`config.mk`:
```
export PLATFORM = sky130hd
export DESIGN_NAME = uart_rx_frontend_flat
export DESIGN_NICKNAME = d
export VERILOG_FILES = /design/src/rtl/uart_rx_frontend_if.sv /design/src/rtl/uart_rx_frontend.sv /design/src/flat_wrapper.sv
export SDC_FILE = /design/constraint.sdc
export NUM_CORES = 1
export LEC_CHECK = 0
export BUFFER_PORTS_ARGS = -buffer_cell sky130_fd_sc_hd__buf_2
export CAP_MARGIN = 40
export CORE_ASPECT_RATIO = 1.4
export CORE_MARGIN = 2
export CORE_UTILIZATION = 30
export DETAILED_ROUTE_END_ITERATION = 10
export PLACE_DENSITY_LB_ADDON = 0.08
export SLEW_MARGIN = 20
export SYNTH_ARGS = -nofsm -noshare
export SYNTH_HDL_FRONTEND = slang
export SYNTH_SLANG_ARGS = --single-unit
```
`constraint.sdc`:
```
create_clock -name clk -period 1.98 [get_ports clk]
set_clock_uncertainty 0.15 [all_clocks]
set_input_delay 0.099 -clock clk [delete_from_list [all_inputs] [get_ports clk]]
set_output_delay 0.099 -clock clk [all_outputs]
set_load 0.01 [all_outputs]
```
`src/rtl/uart_rx_frontend_if.sv`:
```
// Bundle of the serial input and the byte-level outputs of the UART receive
// front end. The receiver is the slave (it consumes rx and produces data);
// whoever drives the line and watches the outputs is the master.
interface uart_rx_frontend_if;
  logic       rx;
  logic [7:0] rx_data;
  logic       rx_data_ready;
  logic       frame_error;
  logic       busy;

  modport slave (
    input  rx,
    output rx_data,
    output rx_data_ready,
    output frame_error,
    output busy
  );

  modport master (
    output rx,
    input  rx_data,
    input  rx_data_ready,
    input  frame_error,
    input  busy
  );
endinterface

```
`src/rtl/uart_rx_frontend.sv`:
```
// UART 8N1 receiver front end. Synchronises the asynchronous rx line, finds the
// start bit, samples each bit in its middle, and delivers the byte with a
// one-cycle ready pulse. A low stop bit produces a single frame_error pulse and
// the receiver then waits for the line to return high before re-arming.
module uart_rx_frontend #(
  parameter int CLKS_PER_BIT = 434,
  parameter int DATA_BITS    = 8
) (
  input  logic                clk,
  input  logic                reset,
  uart_rx_frontend_if.slave   bus
);

  localparam int CNT_W = $clog2(CLKS_PER_BIT);
  localparam logic [CNT_W-1:0] HALF_M1  = CNT_W'(CLKS_PER_BIT / 2 - 1);
  localparam logic [CNT_W-1:0] FULL_M1  = CNT_W'(CLKS_PER_BIT - 1);
  localparam logic [2:0]       LAST_BIT = 3'(DATA_BITS - 1);

  typedef enum logic [2:0] {
    IDLE       = 3'd0,
    START      = 3'd1,
    DATA       = 3'd2,
    STOP       = 3'd3,
    BREAK_WAIT = 3'd4
  } state_t;

  state_t           state_r, state_s;
  logic             sync1_r, sync2_r;
  logic             rx_s;
  logic [CNT_W-1:0] cnt_r, cnt_s;
  logic [2:0]       bit_r, bit_s;
  logic [7:0]       shift_r, shift_s;
  logic [7:0]       rx_data_r, rx_data_s;
  logic             ready_r, ready_s;
  logic             ferr_r, ferr_s;
  logic             busy_r;

  assign rx_s = sync2_r;

  // Two-flop synchroniser; resets to the idle (high) line level.
  always_ff @(posedge clk or posedge reset) begin
    if (reset) begin
      sync1_r <= 1'b1;
      sync2_r <= 1'b1;
    end else begin
      sync1_r <= bus.rx;
      sync2_r <= sync1_r;
    end
  end

  // State, counters, shift register and registered outputs.
  always_ff @(posedge clk or posedge reset) begin
    if (reset) begin
      state_r   <= IDLE;
      cnt_r     <= '0;
      bit_r     <= 3'd0;
      shift_r   <= 8'h00;
      rx_data_r <= 8'h00;
      ready_r   <= 1'b0;
      ferr_r    <= 1'b0;
      busy_r    <= 1'b0;
    end else begin
      state_r   <= state_s;
      cnt_r     <= cnt_s;
      bit_r     <= bit_s;
      shift_r   <= shift_s;
      rx_data_r <= rx_data_s;
      ready_r   <= ready_s;
      ferr_r    <= ferr_s;
      busy_r    <= (state_s != IDLE);
    end
  end

  // Next-state logic: mid-bit sampling driven by the baud counter, which is
  // cleared at every sample point so it never wraps on its own.
  always_comb begin
    state_s   = state_r;
    cnt_s     = cnt_r;
    bit_s     = bit_r;
    shift_s   = shift_r;
    rx_data_s = rx_data_r;
    ready_s   = 1'b0;
    ferr_s    = 1'b0;
    case (state_r)
      IDLE: begin
        if (!rx_s) begin
          state_s = START;
          cnt_s   = '0;
        end else begin
          cnt_s   = '0;
        end
      end
      START: begin
        if (cnt_r == HALF_M1) begin
          cnt_s = '0;
          bit_s = 3'd0;
          if (!rx_s) begin
            state_s = DATA;
          end else begin
            // Start bit gone by mid-bit: treat as a glitch.
            state_s = IDLE;
          end
        end else begin
          cnt_s = cnt_r + CNT_W'(1);
        end
      end
      DATA: begin
        if (cnt_r == FULL_M1) begin
          cnt_s          = '0;
          shift_s[bit_r] = rx_s;
          if (bit_r == LAST_BIT) begin
            state_s = STOP;
          end else begin
            bit_s = bit_r + 3'd1;
          end
        end else begin
          cnt_s = cnt_r + CNT_W'(1);
        end
      end
      STOP: begin
        if (cnt_r == FULL_M1) begin
          cnt_s = '0;
          if (rx_s) begin
            // Return to IDLE at once so a back-to-back start bit is caught.
            state_s   = IDLE;
            rx_data_s = shift_r;
            ready_s   = 1'b1;
          end else begin
            state_s = BREAK_WAIT;
            ferr_s  = 1'b1;
          end
        end else begin
          cnt_s = cnt_r + CNT_W'(1);
        end
      end
      BREAK_WAIT: begin
        // A held-low line yields one error only; re-arm once it goes high.
        if (rx_s) begin
          state_s = IDLE;
        end else begin
          state_s = BREAK_WAIT;
        end
      end
      default: begin
        state_s = IDLE;
        cnt_s   = '0;
        bit_s   = 3'd0;
      end
    endcase
  end

  assign bus.rx_data       = rx_data_r;
  assign bus.rx_data_ready = ready_r;
  assign bus.frame_error   = ferr_r;
  assign bus.busy          = busy_r;

endmodule

```
`src/flat_wrapper.sv`:
```
// flat-port wrapper written by rule: the top's interface ports become plain ports
module uart_rx_frontend_flat 
#(
  parameter int CLKS_PER_BIT = 434,
  parameter int DATA_BITS    = 8
)
  (clk, reset, bus_rx, bus_rx_data, bus_rx_data_ready, bus_frame_error, bus_busy);
  uart_rx_frontend_if bus_i ();
  input  logic clk;
  input  logic reset;
  input wire logic [$bits(bus_i.rx)-1:0] bus_rx;
  output wire logic [$bits(bus_i.rx_data)-1:0] bus_rx_data;
  output wire logic [$bits(bus_i.rx_data_ready)-1:0] bus_rx_data_ready;
  output wire logic [$bits(bus_i.frame_error)-1:0] bus_frame_error;
  output wire logic [$bits(bus_i.busy)-1:0] bus_busy;
  assign bus_i.rx = bus_rx;
  assign bus_rx_data = bus_i.rx_data;
  assign bus_rx_data_ready = bus_i.rx_data_ready;
  assign bus_frame_error = bus_i.frame_error;
  assign bus_busy = bus_i.busy;
  uart_rx_frontend #(.CLKS_PER_BIT(CLKS_PER_BIT), .DATA_BITS(DATA_BITS)) u_core (.clk(clk), .reset(reset), .bus(bus_i));
endmodule
```
; Word-level counts from Yosys, hierarchy flattened
; Cells that the tools add are included.
[word_totals]
wordCells = 57
rom_bits = 0
latchBits = 0
regBits = 36
ram_bits = 0
out_inout_bits = 11
n_memories = 0
[classes]
eq_ne = 10
n_shift = 0
n_addsub = 2
order_cmp = 2
div = 0
mul = 0
n_mux = 24
n_reduce_logical = 8
n_bitwise = 1
[op_table]
columns = cell, n
row1 = 3-bit two-way mux, 9
row2 = 9-bit one-hot mux with 3 select lines, 1
row3 = 9-bit two-way mux, 2
row4 = 3-bit one-hot mux with 5 select lines, 1
row5 = 9-bit by 1-bit adder with 9-bit output (second input constant), 1
row6 = 9-bit by 8-bit equality test with 1-bit output (second input constant), 1
row7 = 9-bit equality test (second input constant), 1
row8 = 3-bit one-hot mux with 3 select lines, 1
row9 = 8-bit bitwise mux, 1
row10 = 1-bit two-way mux, 7
row11 = 3-bit by 2-bit equality test with 1-bit output (second input constant), 2
row12 = 3-bit equality test (second input constant), 2
row13 = 3-bit by 4-bit < comparator with 1-bit output (second input constant), 1
row14 = 2-bit by 1-bit inequality test with 1-bit output (second input constant), 2
row15 = 4-bit AND reduction, 1
row16 = 3-bit by 1-bit adder with 3-bit output (second input constant), 1
row17 = 1-bit demux with 3-bit select, 1
row18 = 3-bit by 1-bit equality test with 1-bit output (second input constant), 1
row19 = 3-bit by 1-bit >= comparator with 1-bit output (second input constant), 1
row20 = 3-bit zero test, 1
row21 = 3-bit AND reduction, 1
row22 = 3-bit nonzero test, 1
row23 = 3-bit OR reduction, 1
row24 = 2-bit two-way mux, 1
row25 = 5 further kinds, 5

; Logic depth before layout (Yosys ltp)
[depth]
word_depth = 5
ltp_mapped = 6
mapped_depth_nobuf = 6

; Worst setup path before layout
; Ideal clock, no wire load.
[synth_path]
path_type = reg-to-reg
start = reg u_core.cnt_r[0]
end = reg u_core.bit_r[0]
t_arrival_ns = 1.532
setup_slack_ns = 0.173
t_required_ns = 1.705
n_path_buf = 0
path_stages_with_launch = 7
cell_sequence = dfrtp_1 > inv_1 > ha_1 > nand4bb_1 > o21ba_4 > nor3_4 > mux2_4
[synth_via]
elab_chain_cells = 3
word_cells_on_any_way = 5
[synth_lines]
columns = item, line
row1 = from (decl), uart_rx_frontend.sv:30  ; logic [CNT_W-1:0] cnt_r, cnt_s;
row2 = from (signal assigned), uart_rx_frontend.sv:64  ; cnt_r <= cnt_s;
row3 = 9-bit equality test / 9-bit by 8-bit equality test with 1-bit output (equally long branches), "uart_rx_frontend.sv:108, uart_rx_frontend.sv:94"
row4 = 2-bit by 1-bit inequality test with 1-bit output (no source line), n/a
row5 = 4-bit AND reduction (no source line) (*), n/a
row6 = to (signal assigned), uart_rx_frontend.sv:65  ; bit_r <= bit_s;
row7 = to (decl), uart_rx_frontend.sv:31  ; logic [2:0] bit_r, bit_s;
; Every way passes the cells marked *; elsewhere a longest branch is shown, timed or not.
; A chain may end at the register's enable or synchronous reset.

; Final worst setup path
[layout_path]
start = reg u_core.cnt_r[1]
end = reg u_core.shift_r[2]
[layout_via]
elab_chain_cells = 2
[layout_lines]
columns = item, line
row1 = 9-bit equality test, uart_rx_frontend.sv:108  ; if (cnt_r == FULL_M1) begin
row2 = 2-bit AND reduction (no source line), n/a
row3 = to (signal assigned), uart_rx_frontend.sv:66  ; shift_r <= shift_s;
row4 = to (decl), uart_rx_frontend.sv:32  ; logic [7:0] shift_r, shift_s;
; No other way between the ends.

==> qor.csv <==
metric,value,unit
final_max_slew_viol_count,0,
crit_chain,inv_2 > ha_4 > nand4b_1 > nor4b_4 > nand3_1 > mux2_1,
area_growth,22.7,%
fp.dieW,70.5,um
design.die.area,6850,um^2
cts_root_buf,clkbuf_8,
required,2.00,ns
path_class,register to register,
die_y,97.2,um
multi_input_area,945,um^2
place_ws,0.0252,ns
num_antenna_cells,0,
final_nets,199,
r2r_cells,6,
drv_cap,0,
antenna_found_initial,0,
setup_viol,0,
overflow,0,
synth_seq_cells,36,
vdd_drop_max,0.346,mV
tns,0,ns
drt_iter0_markers,34,
synth_top_family_by_area,simple AND/OR/NAND/NOR gates,
rsz0062_at_grt,false,
grt_usage,12.1,%
clockBufferDepth,2,
viasPerCell,4.98,
hold_path_class,register to register,
drive_gt1_share,35.4,%
cp-end-kind,register,
clkLatencyLatePin,0.29,ns
crit_fanout,4,
dp_hpwl,2830,um
first_pass_iters,4,
max_stage_delay,0.39,ns
place.gp.congestion,0.809,
grt_max_degree,37,
endpoint,u_core.shift_r[2],
grt_pass1_vias,1334,
dp.cells,251,
critPathSlowestCell,dfrtp_1,
synth.avg_cell_area,11.6,um^2
htree_levels,2,
critPathArrivalTime,1.90,ns
synth_fp_nets,168,
core,5900,um^2
yosys_warnings,0,
synth.distinct_cells,45,
drt-total-wl,3830,um
pin_count,14,
grt_pass1_wl,6480,um
synthMuxAreaShare,12.1,%
r2r_end,u_core.shift_r[2],
drtAntennaViolNets,0,
period_share,94.9,%
cts_tree,built,
fmax,532,MHz
drc,0,
synth_area,1860,um^2
power,1.47,mW
synthAdderAreaFrac,3.36,%
rows,33,
rr_startpoint,u_core.cnt_r[1],
syn_inst,160,
p_leak,1.05,nW
nFillCells,573,
clock_sinks,36,
fin_ws,0.100,ns
fin_cells,262,
finalHoldViolations,0,
start_util,31.5,%
yosys.area_share.simple,24.3,%
layout_min_cycle_time,1.88,ns
seqCellArea,906,um^2
clkTransAtPathRegs,0.08,ns
vias,1306,
drt-wirelength-per-cell,14.6,um
p_per_area,647,nW/um^2
portBuffers,13,
synth_xor_area_share,1.41,%
relSlewSlack,67.1,%
worst_pin_slew,0.492,ns
status,completed,
numCtsBuffers,5,
reg2reg_slack,0.10,ns
synth_compound_area_share,7.47,%
crit_start,u_core.cnt_r[1],
start_kind,register,
ys_seq_area_share,48.6,%
==> flip-flops by register name (all words and copies together), names as in the netlist <==
signal                    flops
u_core.bus.busy               1
u_core.bit_r                  3
u_core.bus.rx_data_ready      1
u_core.cnt_r                  9
u_core.state_r                3
u_core.shift_r                8
u_core.bus.frame_error        1
u_core.bus.rx_data            8
u_core.sync1_r                1
u_core.rx_s                   1
==> final cells by class <==
class	instances	share of cell area (%)
inverter	7	1.15
sequential	36	39.7
clock inverter	1	1.32
tap	70	3.84
timing repair buffer	29	8.34
multi-input combinational	112	41.4
clock buffer	7	4.22
==> stage by stage <==
stage / util (%) / cell area, um^2 / hold slack (ns)
6_report: 38.6 / 2280 / 0.209
5_1_grt: 38.6 / 2280 / 0.212
4_1_cts: 37.8 / 2230 / 0.211
3_5_place_dp: 35.3 / 2080 / 0.0553
3_3_place_gp: 35.3 / 2080 / 0.0543
2_1_floorplan: - / 1860 / -0.0465
==> synth_stat cells (all sizes together) <==
master	number	area, um^2
nor3	7	46.3
nor4	1	6.26
o21ba	1	16.3
nor3b	2	20.0
a2111o	1	11.3
mux2i	3	30.0
nand3	6	30.0
a21o	1	7.51
nor2	10	42.5
a21oi	6	30.0
a22o	1	8.76
mux2	17	195
and4	1	8.76
or3b	2	17.5
o22ai	1	6.26
nand4bb	3	50.1
o211ai	3	22.5
nand4b	3	26.3
nor4b	1	23.8
inv	7	26.3
or2b	1	7.51
dfrtp	34	851
nor2b	3	18.8
o21ai	6	30.0
xor2	3	26.3
clkbuf	2	7.51
buf	3	17.5
nand4	5	46.3
ha	5	62.6
a31oi	1	6.26
nand2b	2	12.5
dfstp	2	52.6
and4bb	2	25.0
and4b	2	20.0
and3	2	12.5
nand2	10	37.5
==> report_power, final <==
part	leakage (nW)	internal, mW	switching (mW)
logic	0.508	0.00614	0.0150
clock network	0.0645	0.445	0.265
registers	0.474	0.739	0.00491
total	1.05	1.19	0.285
==> layout by cell type, fill, tap and decap left out, drive strengths merged, types with 2 or more instances in the layout <==
| cell type | netlist | routed |
|---|---|---|
| o211ai | 3 | 3 |
| dfrtp | 34 | 34 |
| nand2b | 2 | 2 |
| nor3 | 7 | 7 |
| nand2 | 10 | 10 |
| dfstp | 2 | 2 |
| nor2 | 10 | 10 |
| nor3b | 2 | 2 |
| nand4b | 3 | 3 |
| clkbuf | 2 | 7 |
| or3b | 2 | 2 |
| and3 | 2 | 2 |
| nor2b | 3 | 3 |
| o21ai | 6 | 6 |
| nand4 | 5 | 5 |
| ha | 5 | 5 |
| and4bb | 2 | 2 |
| mux2 | 17 | 17 |
| nand3 | 6 | 6 |
| buf | 3 | 27 |
| xor2 | 3 | 3 |
| a21oi | 6 | 6 |
| dlygate4sd3 | 0 | 2 |
| inv | 7 | 7 |
| nand4bb | 3 | 3 |
| and4b | 2 | 2 |
| mux2i | 3 | 3 |
==> cells by family (layout without fill, tap and decap cells) <==
| group | after synthesis | after routing |
|---|---|---|
| AO/OA/AOI/OAI | 21 | 21 |
| XOR/XNOR | 3 | 3 |
| adder cells (fa/ha/maj) | 5 | 5 |
| buffers and inverters | 12 | 44 |
| flip-flops | 36 | 36 |
| multiplexers | 20 | 20 |
| AND/OR/NAND/NOR | 63 | 63 |
==> critical path, delay by kind of cell, from the launching register on <==
kind / cells / cell delay (ns)
flip-flops: 1 / 0.39
adder cells (fa/ha/maj): 1 / 0.13
buffers and inverters: 1 / 0.08
multiplexers: 1 / 0.32
AND/OR/NAND/NOR: 3 / 0.70
==> worst min-delay path by stage <==
stage                         from        endpoint  slack [ns]  depth (start not counted)
global placement            bus_rx  u_core.sync1_r        0.05                          1
CTS                 u_core.sync1_r     u_core.rx_s        0.21                          0
global route        u_core.sync1_r     u_core.rx_s        0.21                          0
detailed placement          bus_rx  u_core.sync1_r        0.06                          1
floorplan                   bus_rx  u_core.sync1_r       -0.05                          0
finish              u_core.sync1_r     u_core.rx_s        0.21                          0
==> layer usage <==
| layer | vias to the layer above | routed length, um | track usage [%] | part of all wire [%] |
|---|---|---|---|---|
| li1 | 639 | - | - | - |
| met4 | 0 | 109 | 5.66 | 2.8 |
| met3 | 8 | 72 | 2.80 | 1.9 |
| met1 | 642 | 1630 | 14.0 | 42 |
| met2 | 17 | 2020 | 20.7 | 53 |
| met5 | - | 0 | 0 | 0 |
==> timing repair <==
item | 4_1_cts | 5_1_grt
setup endpoints to repair | 0 | 28
hold buffers | 2 | 0
resized for setup | 0 | 12
endpoints found under the hold margin | 35 | 0
setup buffers | 0 | 1
Power figures use the tool's default switching activity.
